## src/rtl/subrisc_pkg.sv

```systemverilog
// subrisc_pkg: shared types and constants for the SUBRISC fetch front end.
//   INSN_W      instruction word width
//   PC_W        storage width of a PC inside a buffer entry (upper bound on ADDR_W)
//   PC_STEP     PC increment per fetched word (PC counts halfwords)
//   HALT_INSN_C encoding that stops fetch
//   fetch_state_t  RUN / HALT
//   fetch_entry_t  buffered {instr, pc} pair
package subrisc_pkg;

    localparam int unsigned INSN_W      = 32;
    localparam int unsigned PC_W        = 32;
    localparam int unsigned PC_STEP     = 2;
    localparam logic [31:0] HALT_INSN_C = 32'h2110_4FFF;

    typedef enum logic {
        RUN  = 1'b0,
        HALT = 1'b1
    } fetch_state_t;

    typedef struct packed {
        logic [INSN_W-1:0] instr;
        logic [PC_W-1:0]   pc;
    } fetch_entry_t;

endpackage

```

## src/rtl/subrisc_fetch_if.sv

```systemverilog
// subrisc_fetch_if: handshake bundle between the fetch unit and its environment.
//   imem_req_*   request channel to instruction memory (fetch drives valid/addr)
//   imem_rsp_*   in-order response channel from instruction memory
//   redirect_*   branch/jump redirect from execute
//   id_*         valid/ready instruction stream to decode
// Modports: master = fetch unit side, slave = memory/execute/decode side.
interface subrisc_fetch_if #(
    parameter int unsigned ADDR_W = 32
) ();

    logic              imem_req_valid;
    logic              imem_req_ready;
    logic [ADDR_W-1:0] imem_req_addr;
    logic              imem_rsp_valid;
    logic [31:0]       imem_rsp_data;
    logic              redirect_valid;
    logic [ADDR_W-1:0] redirect_pc;
    logic              id_valid;
    logic              id_ready;
    logic [31:0]       id_instr;
    logic [ADDR_W-1:0] id_pc;

    modport master (
        output imem_req_valid, imem_req_addr,
        input  imem_req_ready,
        input  imem_rsp_valid, imem_rsp_data,
        input  redirect_valid, redirect_pc,
        output id_valid, id_instr, id_pc,
        input  id_ready
    );

    modport slave (
        input  imem_req_valid, imem_req_addr,
        output imem_req_ready,
        output imem_rsp_valid, imem_rsp_data,
        output redirect_valid, redirect_pc,
        input  id_valid, id_instr, id_pc,
        output id_ready
    );

endinterface

```

## src/rtl/subrisc_fetch_buf.sv

```systemverilog
// subrisc_fetch_buf: DEPTH-entry synchronous FIFO of fetch_entry_t.
//   clk, rst    clock, synchronous active-high reset
//   push        write push_entry at the tail
//   pop         drop the head entry (ignored when empty)
//   flush       empty the FIFO; takes priority over push and pop
//   count       current occupancy (0..DEPTH)
//   head        oldest entry, valid when count != 0
module subrisc_fetch_buf
    import subrisc_pkg::*;
#(
    parameter int unsigned DEPTH = 2
) (
    input  logic                   clk,
    input  logic                   rst,
    input  logic                   push,
    input  fetch_entry_t           push_entry,
    input  logic                   pop,
    input  logic                   flush,
    output logic [$clog2(DEPTH):0] count,
    output fetch_entry_t           head
);

    localparam int unsigned AW = $clog2(DEPTH);

    fetch_entry_t   mem [DEPTH];
    logic [AW-1:0]  rd_ptr;
    logic [AW-1:0]  wr_ptr;
    logic           do_push;
    logic           do_pop;

    always_comb begin
        do_push = push && !flush;
        do_pop  = pop && !flush && (count != '0);
        head    = mem[rd_ptr];
    end

    always_ff @(posedge clk) begin
        if (rst || flush) begin
            rd_ptr <= '0;
            wr_ptr <= '0;
            count  <= '0;
        end else begin
            if (do_push) wr_ptr <= wr_ptr + 1'b1;
            if (do_pop)  rd_ptr <= rd_ptr + 1'b1;
            count <= count + (AW+1)'(do_push) - (AW+1)'(do_pop);
        end
    end

    always_ff @(posedge clk) begin
        if (do_push) mem[wr_ptr] <= push_entry;
    end

    // The request credit rule guarantees a slot for every live response.
    a_no_overflow: assert property (@(posedge clk) disable iff (rst)
        !(do_push && (count == (AW+1)'(DEPTH))));

endmodule

```

## src/rtl/subrisc_fetch.sv

```systemverilog
// subrisc_fetch: instruction fetch front end of the SUBRISC core.
//   CLK, RST      clock, synchronous active-high reset
//   bus           subrisc_fetch_if.master: imem request/response, redirect,
//                 decode valid/ready stream (id_valid/id_instr/id_pc)
//   fetch_stall   decode starved: RUN state with no valid instruction
//   halted        halt instruction has been handed to decode
//   retired_cnt   number of decode handshakes, wraps modulo 2^32
module subrisc_fetch
    import subrisc_pkg::*;
#(
    parameter int unsigned       ADDR_W    = 32,
    parameter logic [ADDR_W-1:0] RESET_PC  = '0,
    parameter int unsigned       DEPTH     = 2,
    parameter logic [31:0]       HALT_INSN = HALT_INSN_C
) (
    input  logic                 CLK,
    input  logic                 RST,
    subrisc_fetch_if.master      bus,
    output logic                 fetch_stall,
    output logic                 halted,
    output logic [31:0]          retired_cnt
);

    localparam int unsigned CW = $clog2(DEPTH) + 1;
    // Stale responses are bounded by memory latency, not by DEPTH.
    localparam int unsigned SW = 8;

    fetch_state_t       state;
    logic [ADDR_W-1:0]  fetch_pc;
    logic [ADDR_W-1:0]  rsp_pc;
    logic [CW-1:0]      inflight;
    logic [CW-1:0]      buffered;
    logic [SW-1:0]      stale;
    fetch_entry_t       head;
    fetch_entry_t       push_entry;

    logic id_hs;
    logic halt_hs;
    logic redirect_go;
    logic req_hs;
    logic rsp_live;
    logic rsp_stale;
    logic push;
    logic flush;

    always_comb begin
        bus.id_valid       = (state == RUN) && (buffered != '0);
        bus.id_instr       = head.instr;
        bus.id_pc          = head.pc[ADDR_W-1:0];
        id_hs              = bus.id_valid && bus.id_ready;
        halt_hs            = id_hs && (head.instr == HALT_INSN);
        redirect_go        = (state == RUN) && bus.redirect_valid && !halt_hs;

        bus.imem_req_valid = !RST && (state == RUN) && !bus.redirect_valid &&
                             ((32'(inflight) + 32'(buffered)) < DEPTH);
        bus.imem_req_addr  = {fetch_pc[ADDR_W-2:0], 1'b0};
        req_hs             = bus.imem_req_valid && bus.imem_req_ready;

        rsp_stale          = bus.imem_rsp_valid && (stale != '0);
        rsp_live           = bus.imem_rsp_valid && (stale == '0);
        flush              = redirect_go || halt_hs;
        push               = rsp_live && (state == RUN) && !flush;

        // Responses return in order and non-stale requests are contiguous,
        // so the PC of the next live response is a simple running counter.
        push_entry.instr   = bus.imem_rsp_data;
        push_entry.pc      = PC_W'(rsp_pc);

        fetch_stall        = (state == RUN) && !bus.id_valid;
        halted             = (state == HALT);
    end

    always_ff @(posedge CLK) begin
        if (RST) begin
            state       <= RUN;
            fetch_pc    <= RESET_PC;
            rsp_pc      <= RESET_PC;
            inflight    <= '0;
            stale       <= '0;
            retired_cnt <= '0;
        end else begin
            if (id_hs)   retired_cnt <= retired_cnt + 32'd1;
            if (halt_hs) state <= HALT;

            if (flush) begin
                // Everything still outstanding at memory becomes stale,
                // including a request accepted this cycle and minus a live
                // response that is being discarded right now.
                inflight <= '0;
                stale    <= stale - SW'(rsp_stale) + SW'(inflight)
                          + SW'(req_hs) - SW'(rsp_live);
                if (redirect_go) begin
                    fetch_pc <= bus.redirect_pc;
                    rsp_pc   <= bus.redirect_pc;
                end
            end else begin
                inflight <= inflight + CW'(req_hs) - CW'(rsp_live);
                stale    <= stale - SW'(rsp_stale);
                if (req_hs) fetch_pc <= fetch_pc + ADDR_W'(PC_STEP);
                if (push)   rsp_pc   <= rsp_pc + ADDR_W'(PC_STEP);
            end
        end
    end

    subrisc_fetch_buf #(
        .DEPTH (DEPTH)
    ) u_buf (
        .clk        (CLK),
        .rst        (RST),
        .push       (push),
        .push_entry (push_entry),
        .pop        (id_hs),
        .flush      (flush),
        .count      (buffered),
        .head       (head)
    );

endmodule
```

## src/flat_wrapper.sv

```systemverilog
// flat-port wrapper written by rule: the top's interface ports become plain ports
module subrisc_fetch_flat import subrisc_pkg::*;
#(
    parameter int unsigned       ADDR_W    = 32,
    parameter logic [ADDR_W-1:0] RESET_PC  = '0,
    parameter int unsigned       DEPTH     = 2,
    parameter logic [31:0]       HALT_INSN = HALT_INSN_C
)
  (CLK, RST, fetch_stall, halted, retired_cnt, bus_imem_req_valid, bus_imem_req_addr, bus_imem_req_ready, bus_imem_rsp_valid, bus_imem_rsp_data, bus_redirect_valid, bus_redirect_pc, bus_id_valid, bus_id_instr, bus_id_pc, bus_id_ready);
  subrisc_fetch_if #(.ADDR_W(ADDR_W)) bus_i ();
  input  logic CLK;
  input  logic RST;
  output logic fetch_stall;
  output logic halted;
  output logic [31:0] retired_cnt;
  output wire logic [$bits(bus_i.imem_req_valid)-1:0] bus_imem_req_valid;
  output wire logic [$bits(bus_i.imem_req_addr)-1:0] bus_imem_req_addr;
  input wire logic [$bits(bus_i.imem_req_ready)-1:0] bus_imem_req_ready;
  input wire logic [$bits(bus_i.imem_rsp_valid)-1:0] bus_imem_rsp_valid;
  input wire logic [$bits(bus_i.imem_rsp_data)-1:0] bus_imem_rsp_data;
  input wire logic [$bits(bus_i.redirect_valid)-1:0] bus_redirect_valid;
  input wire logic [$bits(bus_i.redirect_pc)-1:0] bus_redirect_pc;
  output wire logic [$bits(bus_i.id_valid)-1:0] bus_id_valid;
  output wire logic [$bits(bus_i.id_instr)-1:0] bus_id_instr;
  output wire logic [$bits(bus_i.id_pc)-1:0] bus_id_pc;
  input wire logic [$bits(bus_i.id_ready)-1:0] bus_id_ready;
  assign bus_imem_req_valid = bus_i.imem_req_valid;
  assign bus_imem_req_addr = bus_i.imem_req_addr;
  assign bus_i.imem_req_ready = bus_imem_req_ready;
  assign bus_i.imem_rsp_valid = bus_imem_rsp_valid;
  assign bus_i.imem_rsp_data = bus_imem_rsp_data;
  assign bus_i.redirect_valid = bus_redirect_valid;
  assign bus_i.redirect_pc = bus_redirect_pc;
  assign bus_id_valid = bus_i.id_valid;
  assign bus_id_instr = bus_i.id_instr;
  assign bus_id_pc = bus_i.id_pc;
  assign bus_i.id_ready = bus_id_ready;
  subrisc_fetch #(.ADDR_W(ADDR_W), .RESET_PC(RESET_PC), .DEPTH(DEPTH), .HALT_INSN(HALT_INSN)) u_core (.CLK(CLK), .RST(RST), .bus(bus_i), .fetch_stall(fetch_stall), .halted(halted), .retired_cnt(retired_cnt));
endmodule
```

## config.mk

```make
export PLATFORM = sky130hd
export DESIGN_NAME = subrisc_fetch_flat
export DESIGN_NICKNAME = d
export VERILOG_FILES = /design/src/rtl/subrisc_pkg.sv /design/src/rtl/subrisc_fetch_if.sv /design/src/rtl/subrisc_fetch_buf.sv /design/src/rtl/subrisc_fetch.sv /design/src/flat_wrapper.sv
export SDC_FILE = /design/constraint.sdc
export NUM_CORES = 1
export LEC_CHECK = 0
export CORE_MARGIN = 2
export CORE_UTILIZATION = 40
export CTS_CLUSTER_DIAMETER = 150
export CTS_CLUSTER_SIZE = 40
export DETAILED_ROUTE_END_ITERATION = 16
export PLACE_DENSITY_LB_ADDON = 0.12
export SLEW_MARGIN = 20
export SYNTH_ARGS = -nofsm -noshare
export SYNTH_HDL_FRONTEND = slang
export SYNTH_SLANG_ARGS = --single-unit
```

## constraint.sdc

```tcl
create_clock -name CLK -period 10.5 [get_ports CLK]
set_clock_uncertainty 0.2 [all_clocks]
set_input_delay 2.1 -clock CLK [delete_from_list [all_inputs] [get_ports CLK]]
set_output_delay 2.1 -clock CLK [all_outputs]
set_load 0.02 [all_outputs]
```

==> flow_metrics.tcl <==
set metrics [dict create \
    syn-num-nets 1118 \
    synth_ff_type "edfxtp_1" \
    ys_seq_area_frac 0.549 \
    dieWidth_um 170 \
    postCtsSetupRepairBufs 0 \
    cp_data_arrival_time_ns 3.84 \
    r2r_end "u_core.u_buf.mem[1][50]" \
    crit_start "bus_redirect_valid" \
    crit_fanout 4 \
    rows 60 \
    cts_tree "yes" \
    post-place-ws_ns 4.38 \
    power_frac_seq 0.521 \
    wire_per_inst_um 18.9 \
    pwr-share-clk 0.206 \
    start_kind "primary input" \
    synth_cells 1028 \
    setup_tns_ns 0 \
    power.total_w 0.00210 \
    numCtsBuffers 9 \
    slowest_stage "clkdlybuf4s50_1" \
    wl_um 29100 \
    irDropWorstVdd_mv 0.0916 \
    p_int_w 0.00148 \
    p_comb_frac 0.273 \
    grt_pass1_wl_um 44700 \
    netlist_area_mm2 0.0111 \
    min_period_ns 6.14 \
    antenna_found_initial 0 \
    synth-edff-count 128 \
    hpwl_um 20000 \
    holdBufCountCts 0 \
    drc 0 \
    grt_max_degree 83 \
    crit_top_cell "clkdlybuf4s50_1" \
    r2r_slack_ns 5.76 \
    period_share 0.585 \
    slowest_delay_ns 0.64 \
    drtIter0Drc 618 \
    vias_per_cell 5.59 \
    cts.sinks 239 \
    n_fill_cell 2486 \
    cp-endpoint "bus_imem_req_valid" \
    cts_resized 0 \
    core_area_mm2 0.0270 \
    cts-root-buf "clkbuf_16" \
    portBuffers 200 \
    firstDrtPassIters 5 \
    criticalPathCategory "primary input to output port" \
    fmax_mhz 163 \
    critPathRequiredTime_ns 8.20 \
    synth_async_sr_flop_share 0 \
    via_count 8600 \
    utilization 0.502 \
    layout_common_cells "clkdlybuf4s50_1, edfxtp_1, dfxtp_1" \
    power_switching_w 0.000627 \
    status "completed" \
    die_y_um 170 \
    groute.usage.overall 0.195 \
    cts-htree-levels 1 \
    rsz0062_at_grt "false" \
    clk_path_buf_depth 3 \
    slew_headroom 0.280 \
    first_global_vias 7921 \
    timing_hold_violations_final 0 \
    ant_nets 0 \
    cts.clk_slew.worst_paths_ns 0.15 \
    layout-drive-gt1-share 0.0869 \
    die-area_mm2 0.0290 \
    gp_congestion 0.828 \
    yosys_register_bits 239 \
    layout_commonest_cell "clkdlybuf4s50_1" \
    synthDistinctLibCells 68 \
    initial_utilization 0.409 \
    dp_cells 1525 \
    tightest_slew_ns 1.07 \
    slew_viol_final 0 \
    diodes 0 \
    nets 1285 \
    instances_no_fill 1538 \
    power_leakage_nw 4.48 \
    clkLatencyLatePin_ns 0.49 \
    cp-end-kind "output port" \
    powerDensity_mw_per_mm2 155 \
    reg2reg_depth 8 \
    grt_remaining_overflow 0 \
    area_growth_pct 22.7 \
    ios 202 \
    switching_share 0.298 \
    yosys_warnings 0 \
    cap_violations 0 \
    path_cells "clkdlybuf4s50_1 -> or4_1 -> nor2_1 -> clkdlybuf4s50_1" \
    hp-class "flop to flop" \
    setup_viol 0 \
    synth.avg_cell_area_um2 10.8 \
    fin_ws_ns 4.36 \
]
==> worst min path at each step <==
stage | start | to | slack [ns] | cells past startpoint
after floorplan | u_core.rsp_pc[0] | u_core.u_buf.mem[0][0] | 0.23 | 0
after global placement | u_core.rsp_pc[0] | u_core.u_buf.mem[0][0] | 0.26 | 0
after detailed placement | u_core.fetch_pc[0] | u_core.fetch_pc[0] | 0.26 | 2
after CTS | u_core.fetch_pc[0] | u_core.fetch_pc[0] | 0.29 | 2
after global routing | u_core.fetch_pc[0] | u_core.fetch_pc[0] | 0.31 | 2
final | u_core.fetch_pc[0] | u_core.fetch_pc[0] | 0.29 | 2
==> layout make-up <==
type | count | area [um2] | share of cell area
Clock buffer | 13 | 240 | 0.0177
Inverter | 47 | 176 | 0.0130
Multi-Input combinational cell | 687 | 4570 | 0.337
Sequential cell | 239 | 6070 | 0.447
Tap cell | 341 | 427 | 0.0315
Timing Repair Buffer | 211 | 2080 | 0.153
==> critical path, delay by kind of cell <==
kind,cells,cell delay [ns]
and+or+nand+nor,2,0.64
buffers and inverters,2,1.11
==> flip-flops by register name (all words and copies together), names as in the netlist, named ones only <==
signal               count
u_core.fetch_pc         31
u_core.halted            1
u_core.inflight          2
u_core.retired_cnt      32
u_core.rsp_pc           32
u_core.stale             8
u_core.u_buf.count       2
u_core.u_buf.mem       128
u_core.u_buf.rd_ptr      1
u_core.u_buf.wr_ptr      1
==> cell families after synthesis <==
kind of cell / synth area share
flip-flops: 0.549
other: 0.000339
AO/OA/AOI/OAI: 0.136
multiplexers: 0.0680
XOR/XNOR: 0.0333
buffers and inverters: 0.0403
AND/OR/NAND/NOR: 0.148
adder cells (fa/ha/maj): 0.0247
==> power groups by stage <==
stage	clock, W	sequential [W]	combinational (W)
finish	0.000433	0.00110	0.000575
global route	0.000478	0.00110	0.000642
CTS	0.000450	0.00109	0.000577
detailed placement	0	0.00112	0.000575
global placement	0	0.00111	0.000567
floorplan	0	0.00111	0.000399
==> synth_stat cells (4+ instances only) <==
cell type,instances,area [um2]
edfxtp_1,128,3840
dfxtp_1,111,2220
a21oi_1,86,430
nand2_1,81,304
mux2_2,65,732
nor2_1,62,233
o21ai_0,49,245
inv_1,46,173
nand3_1,42,210
clkbuf_1,31,116
nor3_1,30,150
a211oi_1,27,203
xor2_1,23,201
nand4_1,20,125
xnor2_1,19,166
o32ai_1,18,158
ha_1,17,213
and3_1,15,93.8
buf_2,14,70.1
o22ai_1,13,81.3
or3_1,12,75.1
nor4_1,7,43.8
and4_1,6,52.6
buf_4,6,45.0
nor4bb_1,6,60.1
a21o_1,5,37.5
o31a_1,5,43.8
or2_2,5,31.3
a311oi_1,4,35.0
and2_1,4,25.0
nand4b_1,4,35.0
nor3b_1,4,30.0
o31ai_1,4,30.0
==> per-stage QoR <==
| step | hold WS [ns] | area, um2 |
|---|---|---|
| after global routing | 0.307 | 13600 |
| after global placement | 0.263 | 13300 |
| after CTS | 0.287 | 13600 |
| final | 0.287 | 13600 |
| after floorplan | 0.225 | 11100 |
| after detailed placement | 0.264 | 13300 |
==> routing by layer <==
metal | part of all wire | vias up | global-route usage
met1 | 0.48 | 4185 | 0.291
met3 | 0.048 | 20 | 0.0230
met4 | 0.012 | 0 | 0.0338
met2 | 0.46 | 244 | 0.310
li1 | - | 4151 | -
met5 | 0 | - | 0
(Power assumes the default switching activity.)
